--- src/rtl/wb_write_arbiter.sv ---
// Register-file write-port arbiter: merges in-order pipeline writeback with queued
// long-latency returns, exporting a pending-destination mask and a starvation stall.
module wb_write_arbiter #(
  parameter int unsigned DEPTH      = 2,
  parameter int unsigned STARVE_MAX = 4
) (
  input  logic        cpu_clk_50M,
  input  logic        cpu_rst,
  input  logic        pipe_we,
  input  logic [4:0]  pipe_wa,
  input  logic [31:0] pipe_wd,
  input  logic        lat_valid,
  input  logic [4:0]  lat_wa,
  input  logic [31:0] lat_wd,
  output logic        lat_ready,
  output logic [4:0]  wa,
  output logic [31:0] wd,
  output logic        we,
  output logic [31:0] busy_mask,
  output logic        stall_req
);

  localparam int unsigned AW = $clog2(DEPTH);
  localparam int unsigned SW = $clog2(STARVE_MAX + 1);
  localparam logic [SW-1:0] StarveMax = SW'(STARVE_MAX);

  logic [4:0]    fifo_wa [DEPTH];
  logic [31:0]   fifo_wd [DEPTH];

  logic [AW:0]   wr_ptr_q, wr_ptr_d;
  logic [AW:0]   rd_ptr_q, rd_ptr_d;
  logic [AW:0]   count;
  logic [AW-1:0] wr_idx, rd_idx;
  logic          full, empty;
  logic          push, pop;
  logic          sel_stall, sel_pipe, sel_fifo;
  logic          lose;

  logic [SW-1:0] starve_q, starve_d;
  logic          stall_q, stall_d;

  logic          we_q, we_d;
  logic [4:0]    wa_q, wa_d;
  logic [31:0]   wd_q, wd_d;

  logic [AW-1:0] offset;

  assign wr_idx = wr_ptr_q[AW-1:0];
  assign rd_idx = rd_ptr_q[AW-1:0];
  assign count  = wr_ptr_q - rd_ptr_q;

  // Wrap bit distinguishes full from empty when the index bits coincide.
  assign empty = (wr_ptr_q == rd_ptr_q);
  assign full  = (wr_ptr_q[AW] != rd_ptr_q[AW]) && (wr_idx == rd_idx);

  assign lat_ready = !full;
  // A zero destination still completes the handshake but is never stored.
  assign push      = lat_valid && !full && (lat_wa != 5'd0);

  // Arbitration priority: starved head, then pipeline, then idle-slot drain.
  always_comb begin
    sel_stall = stall_q && !empty;
    sel_pipe  = !sel_stall && pipe_we && (pipe_wa != 5'd0);
    sel_fifo  = !sel_stall && !sel_pipe && !empty;
    pop       = sel_stall || sel_fifo;
  end

  always_comb begin
    we_d = 1'b0;
    wa_d = wa_q;
    wd_d = wd_q;
    if (pop) begin
      we_d = 1'b1;
      wa_d = fifo_wa[rd_idx];
      wd_d = fifo_wd[rd_idx];
    end else if (sel_pipe) begin
      we_d = 1'b1;
      wa_d = pipe_wa;
      wd_d = pipe_wd;
    end
  end

  always_comb begin
    wr_ptr_d = wr_ptr_q;
    rd_ptr_d = rd_ptr_q;
    if (push) begin
      wr_ptr_d = wr_ptr_q + 1'b1;
    end
    if (pop) begin
      rd_ptr_d = rd_ptr_q + 1'b1;
    end
  end

  // Non-empty without a pop means the pipeline won this edge.
  assign lose = !empty && !pop;

  always_comb begin
    starve_d = '0;
    if (lose) begin
      starve_d = (starve_q == StarveMax) ? starve_q : starve_q + SW'(1);
    end
    stall_d = (starve_d == StarveMax);
  end

  always_comb begin
    busy_mask = '0;
    offset    = '0;
    for (int unsigned i = 0; i < DEPTH; i++) begin
      offset = AW'(i) - rd_idx;
      if ({1'b0, offset} < count) begin
        busy_mask[fifo_wa[i]] = 1'b1;
      end
    end
  end

  always_ff @(posedge cpu_clk_50M) begin
    if (push) begin
      fifo_wa[wr_idx] <= lat_wa;
      fifo_wd[wr_idx] <= lat_wd;
    end
  end

  always_ff @(posedge cpu_clk_50M or posedge cpu_rst) begin
    if (cpu_rst) begin
      wr_ptr_q <= '0;
      rd_ptr_q <= '0;
      starve_q <= '0;
      stall_q  <= 1'b0;
      we_q     <= 1'b0;
      wa_q     <= '0;
      wd_q     <= '0;
    end else begin
      wr_ptr_q <= wr_ptr_d;
      rd_ptr_q <= rd_ptr_d;
      starve_q <= starve_d;
      stall_q  <= stall_d;
      we_q     <= we_d;
      wa_q     <= wa_d;
      wd_q     <= wd_d;
    end
  end

  assign we        = we_q;
  assign wa        = wa_q;
  assign wd        = wd_q;
  assign stall_req = stall_q;

endmodule
--- config.mk ---
export PLATFORM = sky130hd
export DESIGN_NAME = wb_write_arbiter
export DESIGN_NICKNAME = d
export VERILOG_FILES = /design/src/rtl/wb_write_arbiter.sv
export SDC_FILE = /design/constraint.sdc
export NUM_CORES = 1
export LEC_CHECK = 0
export CAP_MARGIN = 20
export CORE_UTILIZATION = 45
export DETAILED_ROUTE_END_ITERATION = 10
export GPL_ROUTABILITY_DRIVEN = 0
export GPL_TIMING_DRIVEN = 0
export PLACE_DENSITY = 0.76
export SYNTH_ARGS = -nofsm -noshare
export SYNTH_HDL_FRONTEND = slang
export SYNTH_SLANG_ARGS = --single-unit
--- constraint.sdc ---
create_clock -name cpu_clk_50M -period 5.07 [get_ports cpu_clk_50M]
set_clock_uncertainty 0.2 [all_clocks]
set_input_delay 1.2675 -clock cpu_clk_50M [delete_from_list [all_inputs] [get_ports cpu_clk_50M]]
set_output_delay 1.2675 -clock cpu_clk_50M [all_outputs]
set_load 0.01 [all_outputs]
==> results of run 1 <==
## worst max-delay path by stage
stage                     slack (ps)             end
after global placement         -1890  fifo_wd[1][23]
after detailed placement        1010   busy_mask[24]
after CTS                        580   busy_mask[24]
final                            610   busy_mask[24]
after global routing             430   busy_mask[24]
after floorplan                  300   fifo_wa[1][0]
## area by class of cell
| class | count | area (sq um) | share of cell area |
|---|---|---|---|
| well taps | 143 | 179 | 0.0235 |
| repair buffers | 156 | 1580 | 0.208 |
| inverters | 78 | 293 | 0.0385 |
| clock buffers | 22 | 444 | 0.0585 |
| plain buffers | 21 | 139 | 0.0183 |
| flip-flops and latches | 120 | 3370 | 0.444 |
| multi-input cells | 172 | 1490 | 0.195 |
| clock inverters | 10 | 103 | 0.0135 |
## per-layer routing
| layer | global-route usage | up-vias | part of all wire | routed length, um |
|---|---|---|---|---|
| met1 | 0.255 | 1917 | 0.38 | 4970 |
| met3 | 0.0788 | 10 | 0.084 | 1110 |
| met4 | 0.0592 | 0 | 0.0060 | 78 |
| met5 | 0 | - | 0 | 0 |
| li1 | - | 1816 | - | - |
| met2 | 0.394 | 168 | 0.53 | 6940 |
## power by group through the flow
| stage | Sequential (uW) | Combinational [uW] | Clock, uW |
|---|---|---|---|
| global placement | 1630 | 1760 | 0 |
| finish | 1610 | 1890 | 1110 |
| floorplan | 1670 | 993 | 0 |
| CTS | 1610 | 1890 | 1130 |
| global route | 1640 | 2040 | 1180 |
| detailed placement | 1620 | 1880 | 0 |
## sequential cells by signal, indices dropped and copies added (netlist names)
signal	flops
fifo_wd	64
we	1
wr_ptr_q	2
wd	32
rd_ptr_q	2
starve_q	3
wa	5
stall_req	1
fifo_wa	10
## Yosys cell counts, drive strengths merged (3+ instances only)
cell type / instances / area [sq um]
dfrtp: 46 / 1150
o22ai: 32 / 250
buf: 19 / 131
o21ai: 4 / 23.8
nor2: 3 / 11.3
xnor2: 4 / 35.0
ha: 5 / 62.6
a21oi: 3 / 15.0
or3: 3 / 18.8
or3b: 6 / 52.6
nand3b: 11 / 82.6
inv: 78 / 293
nand3: 4 / 20.0
mux2i: 35 / 350
nand2: 6 / 22.5
edfxtp: 74 / 2220
a222oi: 35 / 350
## kinds of logic after synthesis
kind of cell	share of synthesized area
flip-flops	0.639
buffers and inverters	0.0818
AO/OA/AOI/OAI	0.127
AND/OR/NAND/NOR	0.0573
multiplexers	0.0706
XOR/XNOR	0.0128
adder cells (fa/ha/maj)	0.0118
## metrics by stage
step	util	cell area, sq um
after global routing	0.665	7600
final	0.665	7600
after CTS	0.665	7600
after detailed placement	0.618	7050
after global placement	0.609	6950
after floorplan	-	5280
## worst register-to-register path, stage by stage (launching register included)
cell	delay [ps]
dfrtp_1	400
inv_1	110
ha_1	340
nor2b_1	190
nor3_2	560
buf_6	270
buf_6	190
## cell usage in the layout, fill, tap and decap left out, types with 5 or more instances in the layout
| cell type | instances |
|---|---|
| nand3b_1 | 11 |
| clkbuf_1 | 7 |
| o22ai_2 | 8 |
| a222oi_1 | 35 |
| ha_1 | 5 |
| buf_6 | 10 |
| clkbuf_16 | 17 |
| clkdlybuf4s50_1 | 149 |
| buf_2 | 12 |
| edfxtp_1 | 74 |
| o22ai_1 | 24 |
| inv_1 | 77 |
| dfrtp_1 | 46 |
| nand2_1 | 6 |
| mux2i_1 | 35 |
==> run summary, run 1 <==
PnR worst setup slack: 611 ps
Clk pwr share: 0.242
Clock Pin Slew Worst Setup and Hold Paths: 50 ps
CTS Buf Count: 17
Fmax: 224 MHz
Reg-to-Reg End: fifo_wd[1][24]
Worst-skew pair later-pin latency: 400 ps
CP top delay family: buffers and inverters
Status: finished, final reports clean
Crit-path slowest cell: clkdlybuf4s50_1
Distinct cells, synth: 39
Share of cells above drive strength 1: 0.121
Pins over their slew limit: 0
Initial antenna violation count: 0
Final ANT Viol Nets: 0
Final Power: 4610 uW
Post-synth EDFFs: 74
CP startpoint kind: register
R2R cell count: 6
# setup viols final: 0
RSZ-0062 raised after global routing: no
Int Pwr: 3080 uW
Yosys reg bits: 120
CP bufs+invs: 4
CP Data Required Time: 3600 ps
Non-Filler Instances: 722
Antenna Cells: 0
Post-Synthesis Cells: 391
Total Routed Length: 13.1 mm
CTS tree: built
Net Sw Frac: 0.332
DR vias/cell: 5.42
Slew HR: 0.544
Drt drc: 0
Worst-margin pin slew: 680 ps
Comb power frac: 0.409
Place WS: 1010 ps
Sequential group share of total power: 0.349
Top cell by count, worst path: buf_2
R2R setup slack: 2510 ps
Die area: 12,200 sq um
Initial drt markers: 371
Initial Util: 0.462
DP HPWL: 9.35 mm
Post-synthesis sequential area ratio: 0.639
CP Class: reg -> out
CORE AREA: 11,400 sq um
Post-CTS Resized: 0
Most used DFF post-synth: edfxtp_1
Mean Syn Cell Area: 13.5 sq um
Crit path depth: 9
CTS root buf: clkbuf_16
Filler cells: 873
Lkg Pwr: 0.00314 uW
Routed WL per cell: 18.1 um
Hold_ws: 320 ps
Min-Delay Endpoint: wa[4]
Endpoints failing hold: 0
Clk buf depth: 2
Max Cap Viol: 0
Critical path cell sequence: inv_1 > ha_1 > xor3_1 > or2_1 > buf_2 > or3b_1 > buf_2 > o22ai_2 > clkdlybuf4s50_1
Yosys warns: 0
Setup TNS: 0 ps
Tot GR Track Use: 0.223
CTS Hold Bufs: 0
CP endpoint kind: primary output
Min-delay src: wa[4]
First-pass GRT wire length: 19.8 mm
R2r startpoint: wr_ptr_q[0]
Worst vdd ir: 390 uV
DIE WIDTH: 110 um
Num rows: 39
Worst hold path type: reg -> reg
Vias in the first global route: 3,989
Total congestion overflow: 0
Syn nets: 474
CP max stage delay: 560 ps
Critical-path maximum fanout: 8
Synthesized area: 5280 sq um
Nets: 649
Vias post-DR: 3,911
Power per cell area: 606 nW/um^2
Min-Delay Path Depth: 1
Post-CTS Setup Inserts: 0
IO Pins: 150
Largest net degree at the start of global routing: 30
H-tree depth: 4
Tcrit/Tclk final: 0.879
Chip Height: 110 um
Setup crit start: wr_ptr_q[0]
IO Port Bufs: 149
P_sw: 1530 uW
Area grow syn2layout: 43.9%
Min cycle time layout: 4460 ps
CTS sink cnt: 120
Placed Cells: 690
DRT Pass-1 Iters: 8
Async SR Flop Fraction: 0.383
Worst Path Arrival: 2990 ps
Note: power is estimated with default switching activity, not from simulation.
==> inputs of run 2 (changes only) <==
- CORE_UTILIZATION: 45 -> 37
- PLACE_DENSITY: 0.76 -> not set
==> run summary, run 2 (synthesized netlist as in run 1, its figures left out) <==
H-tree depth: 4
Area used by multi-input combinational logic: 1490 sq um
CTS root buf: clkbuf_16
Tcrit/Tclk final: 0.877
Net Sw Frac: 0.327
Sequential group share of total power: 0.344
Vias in the first global route: 3,981
Max Cap Viol: 0
Endpoints failing hold: 0
Nets: 651
Critical-path maximum fanout: 8
CP endpoint kind: primary output
Tot GR Track Use: 0.192
Status: finished, final reports clean
Int Pwr: 3130 uW
Largest register FFs: 64
Vias post-DR: 3,886
P_sw: 1520 uW
Chip Height: 121 um
Share of cells above drive strength 1: 0.122
Die area: 14,800 sq um
PnR worst setup slack: 624 ps
DR vias/cell: 5.11
CP Data Required Time: 3600 ps
Pins over their slew limit: 0
Worst-margin pin slew: 859 ps
IO Port Bufs: 149
Place WS: 1040 ps
Worst hold path type: reg -> reg
First-pass GRT wire length: 20.9 mm
CTS sink cnt: 120
Commonest non-fill, non-tap cells in the layout: clkdlybuf4s50_1, inv_1, edfxtp_1
Initial antenna violation count: 0
Final Power: 4660 uW
R2R cell count: 6
Routed WL per cell: 17.6 um
Power per cell area: 606 nW/um^2
Placed Cells: 729
Antenna Cells: 0
Fin util: 0.554
Drt drc: 0
CP Class: reg -> out
# setup viols final: 0
DIE WIDTH: 121 um
Lkg Pwr: 0.00316 uW
Commonest non-fill, non-tap cell in the layout: clkdlybuf4s50_1
RSZ-0062 raised after global routing: no
Clk pwr share: 0.250
CTS tree: built
DRT Pass-1 Iters: 8
Min cycle time layout: 4450 ps
CTS Buf Count: 17
CP startpoint kind: register
Slew HR: 0.424
Area grow syn2layout: 45.5%
Non-Filler Instances: 761
Num rows: 43
Comb power frac: 0.406
IO Pins: 150
Total congestion overflow: 0
Initial Util: 0.380
Worst vdd ir: 278 uV
Clk buf depth: 2
FF+latch area: 3370 sq um
Final ANT Viol Nets: 0
Post-CTS Setup Inserts: 0
CORE AREA: 13,900 sq um
Total Routed Length: 13.4 mm
Worst Path Arrival: 2980 ps
Initial drt markers: 328
Largest net degree at the start of global routing: 32
Fmax: 225 MHz
Largest reg by FF count: fifo_wd
DP HPWL: 9.64 mm
Min-Delay Path Depth: 1
Filler cells: 1,204
Clock Pin Slew Worst Setup and Hold Paths: 50 ps
CTS Hold Bufs: 0
Worst-skew pair later-pin latency: 410 ps
Post-CTS Resized: 0
[run 2: per-stage QoR]
stage                     TNS [ps]  hold WS (ps)  instance area, sq um
after floorplan                  0           294                  5280
after global placement     -169920           305                  7000
after detailed placement         0           311                  7110
after CTS                        0           323                  7680
after global routing             0           362                  7680
final                            0           318                  7680
[run 2: per-layer routing]
layer	GRT usage	vias up	wire length, um
li1	-	1824	-
met1	0.229	1879	5480
met2	0.321	170	6690
met3	0.0573	13	1100
met4	0.0818	0	131
met5	0	-	0
[run 2: cell type report]
class / instances / area share
Clock buffer: 22 / 0.0578
Timing Repair Buffer: 158 / 0.208
Tap cell: 180 / 0.0293
Clock inverter: 10 / 0.0166
Sequential cell: 120 / 0.439
Inverter: 78 / 0.0381
Multi-Input combinational cell: 172 / 0.193
Buffer: 21 / 0.0181
[run 2: path summary, 6_finish.rpt]
path / endpoint / slack (ps) / startpoint
worst min-delay path: wa[4] / 320 / wa[4]
max in group asynchronous: wa[3] / 3180 / cpu_rst
worst min register to register: wa[4] / 320 / wa[4]
min in group asynchronous: wd[13] / 960 / cpu_rst
worst max-delay path: busy_mask[28] / 620 / wr_ptr_q[0]
worst max register to register: fifo_wd[1][28] / 2430 / wr_ptr_q[0]
[run 2: worst max-delay path: stages (launching register included)]
cell and delay [ps]:
dfrtp_1 400, inv_1 100, ha_1 200, xor3_1 380, or2_1 100, buf_2 130
or3b_1 360, buf_6 160, o22ai_2 170, clkdlybuf4s50_1 560
[run 2: power by group through the flow]
stage / sequential, uW / clock (uW) / combinational (uW)
2_1_floorplan: 1670 / 0 / 993
3_3_place_gp: 1640 / 0 / 1800
3_5_place_dp: 1620 / 0 / 1910
4_1_cts: 1610 / 1190 / 1920
5_1_grt: 1640 / 1230 / 2050
6_report: 1600 / 1160 / 1890
